==> config.mk <==
export PLATFORM = sky130hd
export DESIGN_NAME = div_frontend_flat
export DESIGN_NICKNAME = d
export VERILOG_FILES = /design/src/rtl/div_frontend_if.sv /design/src/rtl/div_frontend.sv /design/src/flat_wrapper.sv
export SDC_FILE = /design/constraint.sdc
export NUM_CORES = 1
export LEC_CHECK = 0
export BUFFER_PORTS_ARGS = -buffer_cell sky130_fd_sc_hd__buf_4
export CORE_UTILIZATION = 45
export CTS_CLUSTER_DIAMETER = 60
export DETAILED_ROUTE_END_ITERATION = 8
export GPL_TIMING_DRIVEN = 1
export HOLD_SLACK_MARGIN = 0.1
export PLACE_DENSITY = 0.74
export SKIP_LAST_GASP = 1
export SLEW_MARGIN = 20
export SYNTH_ARGS = -nofsm -noshare
export SYNTH_HDL_FRONTEND = slang
export SYNTH_SLANG_ARGS = --single-unit
export TNS_END_PERCENT = 5
==> constraint.sdc <==
create_clock -name clk -period 2.78 [get_ports clk]
set_clock_uncertainty 0.15 [all_clocks]
set_input_delay 0.278 -clock clk [delete_from_list [all_inputs] [get_ports clk]]
set_output_delay 0.278 -clock clk [all_outputs]
set_load 0.005 [all_outputs]
==> src/rtl/div_frontend_if.sv <==
// rtl/div_frontend_if.sv - request, divider-core and response signal bundle for div_frontend
// slave is the front end's view; master is the surrounding environment's view.
interface div_frontend_if #(
  parameter int WIDTH = 32,
  parameter int TAG_W = 4
);
  logic             req_valid;
  logic             req_ready;
  logic [WIDTH-1:0] req_dividend;
  logic [WIDTH-1:0] req_divisor;
  logic             req_signed;
  logic [TAG_W-1:0] req_tag;

  logic             div_en;
  logic [WIDTH-1:0] div_dividend;
  logic [WIDTH-1:0] div_divisor;
  logic             div_busy;
  logic             div_done;
  logic [WIDTH-1:0] div_result;
  logic [WIDTH-1:0] div_rem;

  logic             resp_valid;
  logic             resp_ready;
  logic [WIDTH-1:0] resp_quotient;
  logic [WIDTH-1:0] resp_remainder;
  logic [TAG_W-1:0] resp_tag;
  logic             resp_divzero;

  modport slave (
    input  req_valid, req_dividend, req_divisor, req_signed, req_tag,
    input  div_busy, div_done, div_result, div_rem,
    input  resp_ready,
    output req_ready,
    output div_en, div_dividend, div_divisor,
    output resp_valid, resp_quotient, resp_remainder, resp_tag, resp_divzero
  );

  modport master (
    output req_valid, req_dividend, req_divisor, req_signed, req_tag,
    output div_busy, div_done, div_result, div_rem,
    output resp_ready,
    input  req_ready,
    input  div_en, div_dividend, div_divisor,
    input  resp_valid, resp_quotient, resp_remainder, resp_tag, resp_divzero
  );
endinterface

==> src/rtl/div_frontend.sv <==
// rtl/div_frontend.sv - signed/unsigned request front end for the iterative unsigned divider core
// Optional DIVZERO_FASTPATH_EN: zero-divisor requests skip the core and respond the next cycle.
module div_frontend #(
  parameter int WIDTH = 32,
  parameter int TAG_W = 4
) (
  input logic          clk,
  input logic          rst_n,
  div_frontend_if.slave bus
);

  typedef enum logic [1:0] {
    IDLE  = 2'd0,
    ISSUE = 2'd1,
    WAIT  = 2'd2,
    RESP  = 2'd3
  } state_e;

  state_e           state_q, state_d;
  logic [WIDTH-1:0] dvd_mag_q, dvd_mag_d;
  logic [WIDTH-1:0] dvs_mag_q, dvs_mag_d;
  logic [WIDTH-1:0] quot_q, quot_d;
  logic [WIDTH-1:0] rem_q, rem_d;
  logic             neg_quot_q, neg_quot_d;
  logic             neg_rem_q, neg_rem_d;
  logic             divzero_q, divzero_d;
  logic [TAG_W-1:0] tag_q, tag_d;

  logic             dvd_neg;
  logic             dvs_neg;
  logic             req_divzero;
  logic             div_en;

  function automatic logic [WIDTH-1:0] negate(input logic [WIDTH-1:0] x);
    return '0 - x;
  endfunction

  // Sign decode of the incoming request; only meaningful for signed requests.
  always_comb begin
    dvd_neg     = bus.req_signed & bus.req_dividend[WIDTH-1];
    dvs_neg     = bus.req_signed & bus.req_divisor[WIDTH-1];
    req_divzero = (bus.req_divisor == '0);
  end

  always_comb begin
    state_d    = state_q;
    dvd_mag_d  = dvd_mag_q;
    dvs_mag_d  = dvs_mag_q;
    quot_d     = quot_q;
    rem_d      = rem_q;
    neg_quot_d = neg_quot_q;
    neg_rem_d  = neg_rem_q;
    divzero_d  = divzero_q;
    tag_d      = tag_q;
    div_en     = 1'b0;

    case (state_q)
      IDLE: begin
        if (bus.req_valid) begin
          dvd_mag_d  = dvd_neg ? negate(bus.req_dividend) : bus.req_dividend;
          dvs_mag_d  = dvs_neg ? negate(bus.req_divisor) : bus.req_divisor;
          // A zero divisor keeps the quotient at all ones, so never negate it.
          neg_quot_d = (dvd_neg ^ dvs_neg) & ~req_divzero;
          neg_rem_d  = dvd_neg;
          divzero_d  = req_divzero;
          tag_d      = bus.req_tag;
`ifdef DIVZERO_FASTPATH_EN
          if (req_divzero) begin
            quot_d  = '1;
            rem_d   = bus.req_dividend;
            state_d = RESP;
          end else begin
            state_d = ISSUE;
          end
`else
          state_d = ISSUE;
`endif
        end
      end

      ISSUE: begin
        if (!bus.div_busy) begin
          div_en  = 1'b1;
          state_d = WAIT;
        end
      end

      WAIT: begin
        // Most-negative / -1 falls out of the magnitude path: the core returns
        // 2^(WIDTH-1), whose two's-complement negation is itself.
        if (bus.div_done) begin
          quot_d  = neg_quot_q ? negate(bus.div_result) : bus.div_result;
          rem_d   = neg_rem_q ? negate(bus.div_rem) : bus.div_rem;
          state_d = RESP;
        end
      end

      RESP: begin
        if (bus.resp_ready) begin
          state_d = IDLE;
        end
      end

      default: begin
        state_d = IDLE;
      end
    endcase
  end

  always_ff @(posedge clk) begin
    if (!rst_n) begin
      state_q    <= IDLE;
      dvd_mag_q  <= '0;
      dvs_mag_q  <= '0;
      quot_q     <= '0;
      rem_q      <= '0;
      neg_quot_q <= 1'b0;
      neg_rem_q  <= 1'b0;
      divzero_q  <= 1'b0;
      tag_q      <= '0;
    end else begin
      state_q    <= state_d;
      dvd_mag_q  <= dvd_mag_d;
      dvs_mag_q  <= dvs_mag_d;
      quot_q     <= quot_d;
      rem_q      <= rem_d;
      neg_quot_q <= neg_quot_d;
      neg_rem_q  <= neg_rem_d;
      divzero_q  <= divzero_d;
      tag_q      <= tag_d;
    end
  end

  assign bus.req_ready      = (state_q == IDLE);
  assign bus.div_en         = div_en;
  assign bus.div_dividend   = dvd_mag_q;
  assign bus.div_divisor    = dvs_mag_q;
  assign bus.resp_valid     = (state_q == RESP);
  assign bus.resp_quotient  = quot_q;
  assign bus.resp_remainder = rem_q;
  assign bus.resp_tag       = tag_q;
  assign bus.resp_divzero   = divzero_q;

  always_ff @(posedge clk) begin
    if (rst_n) begin
      assert (!(div_en && bus.div_busy));
    end
  end

endmodule

==> src/flat_wrapper.sv <==
// flat-port wrapper written by rule: the top's interface ports become plain ports
module div_frontend_flat 
#(
  parameter int WIDTH = 32,
  parameter int TAG_W = 4
)
  (clk, rst_n, bus_req_valid, bus_req_dividend, bus_req_divisor, bus_req_signed, bus_req_tag, bus_div_busy, bus_div_done, bus_div_result, bus_div_rem, bus_resp_ready, bus_req_ready, bus_div_en, bus_div_dividend, bus_div_divisor, bus_resp_valid, bus_resp_quotient, bus_resp_remainder, bus_resp_tag, bus_resp_divzero);
  div_frontend_if #(.WIDTH(WIDTH), .TAG_W(TAG_W)) bus_i ();
  input logic clk;
  input logic rst_n;
  input wire logic [$bits(bus_i.req_valid)-1:0] bus_req_valid;
  input wire logic [$bits(bus_i.req_dividend)-1:0] bus_req_dividend;
  input wire logic [$bits(bus_i.req_divisor)-1:0] bus_req_divisor;
  input wire logic [$bits(bus_i.req_signed)-1:0] bus_req_signed;
  input wire logic [$bits(bus_i.req_tag)-1:0] bus_req_tag;
  input wire logic [$bits(bus_i.div_busy)-1:0] bus_div_busy;
  input wire logic [$bits(bus_i.div_done)-1:0] bus_div_done;
  input wire logic [$bits(bus_i.div_result)-1:0] bus_div_result;
  input wire logic [$bits(bus_i.div_rem)-1:0] bus_div_rem;
  input wire logic [$bits(bus_i.resp_ready)-1:0] bus_resp_ready;
  output wire logic [$bits(bus_i.req_ready)-1:0] bus_req_ready;
  output wire logic [$bits(bus_i.div_en)-1:0] bus_div_en;
  output wire logic [$bits(bus_i.div_dividend)-1:0] bus_div_dividend;
  output wire logic [$bits(bus_i.div_divisor)-1:0] bus_div_divisor;
  output wire logic [$bits(bus_i.resp_valid)-1:0] bus_resp_valid;
  output wire logic [$bits(bus_i.resp_quotient)-1:0] bus_resp_quotient;
  output wire logic [$bits(bus_i.resp_remainder)-1:0] bus_resp_remainder;
  output wire logic [$bits(bus_i.resp_tag)-1:0] bus_resp_tag;
  output wire logic [$bits(bus_i.resp_divzero)-1:0] bus_resp_divzero;
  assign bus_i.req_valid = bus_req_valid;
  assign bus_i.req_dividend = bus_req_dividend;
  assign bus_i.req_divisor = bus_req_divisor;
  assign bus_i.req_signed = bus_req_signed;
  assign bus_i.req_tag = bus_req_tag;
  assign bus_i.div_busy = bus_div_busy;
  assign bus_i.div_done = bus_div_done;
  assign bus_i.div_result = bus_div_result;
  assign bus_i.div_rem = bus_div_rem;
  assign bus_i.resp_ready = bus_resp_ready;
  assign bus_req_ready = bus_i.req_ready;
  assign bus_div_en = bus_i.div_en;
  assign bus_div_dividend = bus_i.div_dividend;
  assign bus_div_divisor = bus_i.div_divisor;
  assign bus_resp_valid = bus_i.resp_valid;
  assign bus_resp_quotient = bus_i.resp_quotient;
  assign bus_resp_remainder = bus_i.resp_remainder;
  assign bus_resp_tag = bus_i.resp_tag;
  assign bus_resp_divzero = bus_i.resp_divzero;
  div_frontend #(.WIDTH(WIDTH), .TAG_W(TAG_W)) u_core (.clk(clk), .rst_n(rst_n), .bus(bus_i));
endmodule
==> reports/summary.txt <==
leakage power: 0.00463 uW
largest cells by area after synthesis: dfxtp_1 37%, xor2_1 8.5%, o21ai_0 5.4%, a211oi_1 4.7%, nor2_1 4.4%
CTS max path bufs: 2
Rows: 46
Final setup viols: 2
die area: 17100 um2
htree depth: 4
Main synth FF type: dfxtp_1
clock slew at reported path FFs: 50 ps
Yosys cell types: 58
nature of the critical path endpoint: flop
share of post-route cells with drive strength above 1: 0.270
pwr/cell area: 639 nW/um2
DIE WIDTH: 131 um
Area Overhead vs Synth: 55.1%
CTS buffer count: 17
fin worst setup slack: -38.4 ps
area share of the leading cell type in the synthesized netlist: 0.368
Final Max Tran Viols: 0
Mapped Cells: 917
syn_nets: 1064
async set-or-reset flop fraction in the synthesized netlist: 0
drt first-iter violations: 513
drt pass-1 iters: 8
DR DRC count: 0
WP data arrival: 2960 ps
Filler Cells Inserted: 1214
status: finished, violations left
Root Driver: clkbuf_16
Req. time, crit path: 2920 ps
Slew @ Worst Pin: 902 ps
# diodes: 0
initial antenna violation count: 0
Yosys warning count: 0
min-delay worst type: input pin to flop
post-route ant nets: 0
Startpoint Class: input pin
hpwl dp: 17300 um
RePlAce Congestion: 0.891
overall routed net length: 26100 um
CTS tree: done
setup tns final: -67.3 ps
via count: 8562
effective utilization at floorplan: 0.465
clk_lat worst skew: 410 ps
first-pass GRT wire length: 40200 um
unrepaired setup endpoints after global routing: yes
vias per cell: 5.63
largest net degree at the start of global routing: 41
I/O pins: 275
sequential share of the synthesized area: 0.368
clock sink count: 137
Placed Cells: 1365
final net count: 1440
number of global-route vias before repair: 8157
total gr overflow: 0
Die Y: 131 um
# Max-Cap Violations: 0
Max FO, Critical Path: 8
Syn Area/Cell: 8.13 um2
Core ar.: 16100 um2
critical path class: input pin to flop
Final Cycle Share: 1.01
Finished Core Util: 0.721
Peak Freq: 355 MHz
Final Hold Viols: 0
wire per inst: 17.1 um
violated checks: negative setup slack
peak supply drop: 0.000441 V
filler-free cell count of the finished design: 1522
cell taking the most area after synthesis: dfxtp_1
Post-synth EDFFs: 0
Slew HR: 0.398
port bufs: 274
total track usage: 0.298
fin crit period: 2820 ps
Post-Syn Area: 7460 um2
Synth Register Bits: 137
==> cells in the mapped netlist, types with 5 or more instances <==
master    number
or2_2          9
nor2_1        87
mux2i_1        8
clkbuf_1      63
nand3_1       19
and2_1         5
nand2_1       64
nor4_1        11
dfxtp_1      137
o21ai_0       80
a31oi_1        8
a311oi_1       6
inv_1         17
nand4_1       11
ha_1           8
a21oi_1       63
xnor2_1       27
o31ai_1       27
nor3_1        21
or3_1         25
xor2_1        72
a211oi_1      47
o41ai_1       25
or4_1         19
==> critical path: stages <==
cell and delay, ps:
dlygate4sd3_1 550, buf_4 150, or4_1 650, or4_4 660
o31ai_4 240, mux2i_1 100, a311o_1 310
==> worst paths after layout <==
check                                       from                                         end  slack (ps)  cells past startpoint
max                               bus_div_rem[6]  u_core.bus.resp_remainder[18]$_SDFFE_PN0P_         -40                      7
min                           bus_div_result[10]   u_core.bus.resp_quotient[10]$_SDFFE_PN0P_         120                      3
max reg2reg       u_core.state_q[0]$_SDFFE_PN0P_  u_core.bus.resp_remainder[31]$_SDFFE_PN0P_         560                      6
min reg2reg  u_core.bus.resp_tag[2]$_SDFFE_PN0P_         u_core.bus.resp_tag[2]$_SDFFE_PN0P_         310                      2
==> layout make-up <==
type | count | area, um2 | share of cell area
clock buffer | 25 | 515 | 0.0445
clock inverter | 7 | 40.0 | 0.00346
inverter | 18 | 67.6 | 0.00584
multi-input combinational | 694 | 4430 | 0.383
sequential | 137 | 2740 | 0.237
tap | 216 | 270 | 0.0234
timing repair buffer | 425 | 3500 | 0.303
==> cells in the final DEF, fill, tap and decap left out, drive strengths merged, types with 4 or more instances in the layout <==
| cell type | Yosys | routed |
|---|---|---|
| buf | 5 | 300 |
| dfxtp | 137 | 137 |
| dlygate4sd3 | 0 | 125 |
| nor2 | 87 | 87 |
| o21ai | 80 | 80 |
| xor2 | 72 | 72 |
| nand2 | 64 | 64 |
| a21oi | 63 | 63 |
| a211oi | 47 | 47 |
| o31ai | 28 | 28 |
| xnor2 | 27 | 27 |
| or3 | 25 | 25 |
| o41ai | 25 | 25 |
| clkbuf | 63 | 25 |
| nor3 | 21 | 21 |
| or4 | 20 | 20 |
| nand3 | 19 | 19 |
| inv | 17 | 18 |
| nor4 | 12 | 12 |
| nand4 | 11 | 11 |
| or2 | 9 | 9 |
| mux2i | 8 | 8 |
| a31oi | 8 | 8 |
| ha | 8 | 8 |
| a311oi | 6 | 6 |
| clkinv | 1 | 5 |
| and2 | 5 | 5 |
| a22oi | 4 | 4 |
| nor3b | 4 | 4 |
| nand4b | 4 | 4 |
==> kinds of logic after synthesis <==
kind of cell,synth area share
xor+xnor,0.116
mux,0.0122
simple gates,0.197
compound gates,0.249
fa+ha+maj,0.0134
buf+inv,0.0444
flops,0.368
==> layer usage <==
metal / GRT usage / up-vias / part of all wire
met5: 0 / - / 0
met1: 0.362 / 3998 / 0.41
met2: 0.491 / 362 / 0.48
li1: - / 4132 / -
met4: 0.153 / 0 / 0.034
met3: 0.0708 / 70 / 0.073
==> report_power, final <==
group	internal, uW	switching, uW	leakage [uW]
Combinational	1290	1290	0.00323
Clock	1280	865	0.000275
Sequential	2410	264	0.00112
Total	4980	2420	0.00463
==> per-stage QoR <==
step / hold slack [ps] / total power, uW / instance area, um2 / setup slack (ps)
after floorplan: 264 / 3860 / 7460 / 315
after global placement: 285 / 5050 / 9720 / 200
after detailed placement: 299 / 5080 / 9720 / 169
after CTS: 100 / 7360 / 11500 / 19.5
after global routing: 127 / 7800 / 11600 / -121
final: 117 / 7400 / 11600 / -38.4
==> repair_timing <==
action	4_1_cts	5_1_grt
gates resized for setup	0	6
buffers inserted	0	0
setup endpoints to repair	0	22
hold buffers	125	0
endpoints found under the hold margin	124	0
==> sequential cells by signal (all words and copies together) (netlist names) <==
name and flops:
u_core.bus.div_dividend 32, u_core.bus.div_divisor 32, u_core.bus.resp_divzero 1, u_core.bus.resp_quotient 32, u_core.bus.resp_remainder 32, u_core.bus.resp_tag 4, u_core.neg_quot_q 1, u_core.neg_rem_q 1
u_core.state_q 2
No activity file was read; power rests on OpenSTA's default activity.
